[src/rtl/sqrt_pkg.sv]
// Shared types and sizing helpers for the iterative non-restoring square root.
package sqrt_pkg;

    typedef enum logic [1:0] {
        IDLE = 2'd0,
        CALC = 2'd1,
        FIX  = 2'd2,
        DONE = 2'd3
    } sqrt_state_e;

    function automatic int unsigned calc_rw(input int unsigned data_w);
        return data_w / 32'd2;
    endfunction

    function automatic int unsigned calc_iters(input int unsigned data_w, input int unsigned bpc);
        if (bpc == 32'd0) begin
            return 32'd0;
        end else begin
            return (data_w / 32'd2) / bpc;
        end
    endfunction

endpackage

[src/rtl/sqrt_nr_step.sv]
// One non-restoring square-root iteration: consumes one radicand bit pair and
// produces one root bit. Purely combinational.
module sqrt_nr_step #(
    parameter int RW = 16
) (
    input  logic [RW+1:0] p_in,
    input  logic [RW-1:0] q_in,
    input  logic [1:0]    pair,
    output logic [RW+1:0] p_out,
    output logic [RW-1:0] q_out
);

    logic [RW+1:0] shifted_s;

    // The add/subtract choice follows the sign of the incoming remainder; the
    // shifted value may wrap, but modular arithmetic still lands on the right P.
    always_comb begin
        shifted_s = (p_in << 2) | {{RW{1'b0}}, pair};
        if (!p_in[RW+1]) begin
            p_out = shifted_s - {q_in, 2'b01};
        end else begin
            p_out = shifted_s + {q_in, 2'b11};
        end
        q_out = {q_in[RW-2:0], ~p_out[RW+1]};
    end

endmodule

[src/rtl/sqrt_nr_iter.sv]
// Multi-cycle integer square root with valid/ready on both sides; resolves
// BITS_PER_CYCLE root bits per clock and returns floor(sqrt(D)) and D - root^2.
module sqrt_nr_iter
    import sqrt_pkg::*;
#(
    parameter int DATA_W         = 32,
    parameter int BITS_PER_CYCLE = 1
) (
    input  logic                     clk,
    input  logic                     rst_n,
    input  logic                     in_valid,
    output logic                     in_ready,
    input  logic [DATA_W-1:0]        in_data,
    output logic                     out_valid,
    input  logic                     out_ready,
    output logic [calc_rw(DATA_W)-1:0] out_root,
    output logic [calc_rw(DATA_W):0]   out_rem,
    output logic                     busy
);

    localparam int RW    = calc_rw(DATA_W);
    localparam int ITERS = calc_iters(DATA_W, BITS_PER_CYCLE);
    localparam int CNT_W = $clog2(ITERS + 1);

    if ((DATA_W % 2) != 0 || DATA_W < 4 || BITS_PER_CYCLE < 1 ||
        ((DATA_W / 2) % BITS_PER_CYCLE) != 0) begin : g_param_err
        $error("sqrt_nr_iter: illegal DATA_W / BITS_PER_CYCLE combination");
    end

    sqrt_state_e       state_r;
    logic [DATA_W-1:0] d_r;
    logic [RW+1:0]     p_r;
    logic [RW-1:0]     q_r;
    logic [CNT_W-1:0]  cnt_r;
    logic [RW:0]       rem_fix_s;
    logic              accept_s;

    logic [RW+1:0] p_chain_s [0:BITS_PER_CYCLE];
    logic [RW-1:0] q_chain_s [0:BITS_PER_CYCLE];

    assign p_chain_s[0] = p_r;
    assign q_chain_s[0] = q_r;

    for (genvar g = 0; g < BITS_PER_CYCLE; g++) begin : g_step
        sqrt_nr_step #(.RW(RW)) u_step (
            .p_in  (p_chain_s[g]),
            .q_in  (q_chain_s[g]),
            .pair  (d_r[DATA_W-1-2*g -: 2]),
            .p_out (p_chain_s[g+1]),
            .q_out (q_chain_s[g+1])
        );
    end

    assign in_ready = (state_r == IDLE) || ((state_r == DONE) && out_ready);
    assign busy     = (state_r == CALC) || (state_r == FIX);
    assign accept_s = in_valid && in_ready;

    // Final correction: a negative remainder means the last trial overshot by 2Q+1.
    always_comb begin
        if (p_r[RW+1]) begin
            rem_fix_s = p_r[RW:0] + {q_r, 1'b1};
        end else begin
            rem_fix_s = p_r[RW:0];
        end
    end

    // Control FSM, datapath registers and registered result outputs.
    always_ff @(posedge clk or negedge rst_n) begin
        if (!rst_n) begin
            state_r   <= IDLE;
            d_r       <= '0;
            p_r       <= '0;
            q_r       <= '0;
            cnt_r     <= '0;
            out_valid <= 1'b0;
            out_root  <= '0;
            out_rem   <= '0;
        end else begin
            case (state_r)
                IDLE: begin
                    if (accept_s) begin
                        d_r     <= in_data;
                        p_r     <= '0;
                        q_r     <= '0;
                        cnt_r   <= '0;
                        state_r <= CALC;
                    end else begin
                        state_r <= IDLE;
                    end
                end
                CALC: begin
                    p_r <= p_chain_s[BITS_PER_CYCLE];
                    q_r <= q_chain_s[BITS_PER_CYCLE];
                    d_r <= d_r << (2 * BITS_PER_CYCLE);
                    if (cnt_r == CNT_W'(ITERS - 1)) begin
                        cnt_r   <= '0;
                        state_r <= FIX;
                    end else begin
                        cnt_r   <= cnt_r + {{(CNT_W-1){1'b0}}, 1'b1};
                    end
                end
                FIX: begin
                    out_root  <= q_r;
                    out_rem   <= rem_fix_s;
                    out_valid <= 1'b1;
                    state_r   <= DONE;
                end
                DONE: begin
                    if (out_ready) begin
                        out_valid <= 1'b0;
                        // in_ready mirrors out_ready here, so a waiting operand starts at once.
                        if (in_valid) begin
                            d_r     <= in_data;
                            p_r     <= '0;
                            q_r     <= '0;
                            cnt_r   <= '0;
                            state_r <= CALC;
                        end else begin
                            state_r <= IDLE;
                        end
                    end else begin
                        state_r <= DONE;
                    end
                end
                default: begin
                    state_r   <= IDLE;
                    out_valid <= 1'b0;
                end
            endcase
        end
    end

endmodule

[config.mk]
export PLATFORM = sky130hd
export DESIGN_NAME = sqrt_nr_iter
export DESIGN_NICKNAME = d
export VERILOG_FILES = /design/src/rtl/sqrt_pkg.sv /design/src/rtl/sqrt_nr_step.sv /design/src/rtl/sqrt_nr_iter.sv
export SDC_FILE = /design/constraint.sdc
export NUM_CORES = 1
export LEC_CHECK = 0
export CORE_MARGIN = 1.5
export CORE_UTILIZATION = 60
export CTS_CLUSTER_DIAMETER = 80
export DETAILED_ROUTE_END_ITERATION = 6
export PLACE_DENSITY = 0.84
export SYNTH_ARGS = -nofsm -noshare
export SYNTH_HDL_FRONTEND = slang
export SYNTH_SLANG_ARGS = --single-unit
[constraint.sdc]
create_clock -name clk -period 5.6 [get_ports clk]
set_input_delay 0.56 -clock clk [delete_from_list [all_inputs] [get_ports clk]]
set_output_delay 0.56 -clock clk [all_outputs]
set_load 0.01 [all_outputs]
==> flow_summary.ini <==
[status]
status = complete, no violations

[synthesis]
synth.net_count = 743
async_reset_ff_frac = 1.00
synth.avg_cell_area_um2 = 9.64
synth_cell_types = 69
synth_enable_flop_cells = 0
yosysTopAreaCellShare = 0.416
synth_seq_area_share = 0.416
synth_cells = 668
synth_seq_cells = 107
synth_ff_type = dfrtp_1
synth_area_leader_cell = dfrtp_1
yosys-top-cells-area = dfrtp_1, ha_1, mux2i_1, nand2_1, xnor2_1
yosys_warnings = 0
synth_area_mm2 = 0.00644

[critical_path]
crit_type = reg2reg
crit_arrival_ns = 3.42
start_kind = flip-flop
rr_startpoint = p_r[17]$_DFFE_PN0P_
worstReg2RegEnd = p_r[10]$_DFFE_PN0P_
crit_path_end_kind = flip-flop
rrSetupSlack_ns = 2.50
path_max_fanout = 24
worst_ep_required_time_ns = 5.91
rr_worst_depth = 10

[floorplanning]
die_area_mm2 = 0.0114
io_pins = 72
rows = 37
core_area_mm2 = 0.0104
die_x_um = 107
start_util = 0.621
dieHeight_um = 107

[detailed_routing]
drcViolationCount = 0
drt_iter0_drc = 302
detail-route-antenna-nets = 0
routedWlPerCell_um = 16.6
viasPerCell = 6.06
vias = 5205
firstDrtPassIters = 5
finalWirelength_mm = 14.3

[placement]
port_buffers = 71
place_area_mm2 = 0.00722
place_ws_ns = 2.28
place_congestion = 0.924
dp_hpwl_mm = 10.2

[cells_and_area]
num_antenna_cells = 0
fillCellCount = 782
final_cell_area_mm2 = 0.00739
area_growth_pct = 14.7
nets = 794
drive_gt1_frac = 0.0941
fin_util = 0.713

[timing]
finalCriticalPeriod_ns = 3.10
tightest_slew_ns = 1.20
fin_crit_sh = 0.554
setup_violations = 0
fmax_mhz = 322
setup_tns_ns = 0
slew_headroom = 0.200
holdWs_ns = 0.157
fin_ws_ns = 2.50
maxSlewViolCount = 0
fin_skew_ns = 0.00796
rsz0062_at_grt = no
hold_violations = 0

[cts]
holdBufCountCts = 0
clock_path_buffers = 2
cts_setup_buffers = 0
htree_levels = 3
clk_latency_ns = 0.38
cts_made_buffers = 9
clock-root-buffer = clkbuf_8
clk_pin_slew_ns = 0.10
cts_tree = done
clock_sinks = 107
cts_resized = 0

[global_route]
antenna_found_initial = 0
overflow = 0
grt_pass1_vias = 5146
grt_max_degree = 79
gr-usage-all-layers = 0.266
grt_pass1_wl_mm = 24.1

[run]
maxCapViolations = 0

[power]
irDropWorstVdd_v = 0.000269
switching_power_mw = 1.72
internal_power_mw = 2.13
pwr-share-clk = 0.115
p_seq_frac = 0.310
power_frac_comb = 0.575
p_per_area_mw_per_mm2 = 520
sw_frac_of_total = 0.447
leakage_nw = 3.38

[hold_path]
hp-class = in2async
## placed cells by master, fill, tap and decap left out, drive strengths merged, types with 22 or more instances in the layout
| cell | instances |
|---|---|
| ha | 38 |
| o21ai | 55 |
| nand3 | 22 |
| nor2 | 31 |
| inv | 24 |
| nand2 | 98 |
| xnor2 | 29 |
| clkdlybuf4s50 | 70 |
| mux2i | 39 |
| a21oi | 42 |
| dfrtp | 107 |
## per-layer routing
metal | vias to the layer above | track usage | wire, um | part of all wire
met3 | 42 | 0.0413 | 794 | 0.056
li1 | 2481 | - | - | -
met4 | 0 | 0.129 | 371 | 0.026
met5 | - | 0 | 0 | 0
met1 | 2512 | 0.355 | 6300 | 0.44
met2 | 170 | 0.424 | 6810 | 0.48
## Yosys cell counts (3+ instances only)
library cell,count
a21o_1,20
a21oi_1,41
a31oi_1,5
and3_1,4
buf_1,3
buf_2,4
clkbuf_1,29
dfrtp_1,107
ha_1,38
inv_1,20
mux2_2,19
mux2i_1,39
nand2_1,98
nand2b_1,4
nand3_1,22
nor2_1,31
nor2b_1,8
nor3_1,6
o21a_1,7
o21ai_0,45
o21ai_1,9
o21bai_1,5
o31ai_1,7
o31ai_2,3
or2_2,3
or3_1,4
xnor2_1,29
xor2_1,5
## metrics by stage
stage,total power [mW],instances
final,3.84,859
after global routing,4.14,859
after CTS,3.84,859
after detailed placement,3.38,844
after global placement,3.29,844
after floorplan,2.84,668
## kinds of logic (layout without fill, tap and decap cells)
kind of cell / after synthesis / after routing / share of synthesized area
and+or+nand+nor: 194 / 194 / 0.140
AOI/OAI and AO/OA: 179 / 179 / 0.192
DFF: 107 / 107 / 0.416
muxes: 58 / 58 / 0.0938
buffers and inverters: 57 / 112 / 0.0352
adders and majority gates: 39 / 39 / 0.0769
xor gates and xnor gates: 34 / 34 / 0.0462
## power groups by stage
stage,combinational (mW),sequential (mW),clock (mW)
6_report,2.21,1.19,0.442
5_1_grt,2.44,1.22,0.481
4_1_cts,2.19,1.19,0.452
3_5_place_dp,2.18,1.20,0
3_3_place_gp,2.10,1.19,0
2_1_floorplan,1.66,1.18,0
## critical path, stage by stage (launching register included)
cell and delay (ns):
dfrtp_1 0.71, buf_4 0.44, xnor2_1 0.17, ha_1 0.28, nor2b_4 0.15, o21ai_2 0.14, a21boi_2 0.11, nor4_4 0.31
o21bai_1 0.18, a2111oi_2 0.38, a221o_1 0.17
## layout make-up
| class | count | area, um^2 | area share |
|---|---|---|---|
| Tap cell | 136 | 170 | 0.0230 |
| Multi-Input combinational cell | 504 | 3540 | 0.479 |
| Sequential cell | 107 | 2680 | 0.362 |
| Inverter | 20 | 75.1 | 0.0102 |
| Clock buffer | 9 | 124 | 0.0168 |
| Timing Repair Buffer | 77 | 753 | 0.102 |
| Clock inverter | 6 | 47.5 | 0.00643 |
## sequential cells by signal, indices dropped and copies added (netlist names)
| name | flops |
|---|---|
| d_r | 32 |
| cnt_r | 5 |
| out_root | 16 |
| q_r | 16 |
| out_rem | 17 |
| out_valid | 1 |
| state_r | 2 |
| p_r | 18 |
## how the worst max path moves through the flow
stage                      startpoint             endpoint  slack [ns]  depth (start not counted)
3_3_place_gp                 in_valid  p_r[12]$_DFFE_PN0P_        2.41                          8
2_1_floorplan     p_r[17]$_DFFE_PN0P_  p_r[10]$_DFFE_PN0P_        2.61                         12
5_1_grt        state_r[0]$_DFFE_PN0P_  p_r[12]$_DFFE_PN0P_        2.29                          8
6_report          p_r[17]$_DFFE_PN0P_  p_r[10]$_DFFE_PN0P_        2.50                         10
3_5_place_dp                 in_valid  p_r[12]$_DFFE_PN0P_        2.28                          8
4_1_cts           p_r[17]$_DFFE_PN0P_   q_r[0]$_DFFE_PN0P_        2.51                         10
(Power assumes the default switching activity.)
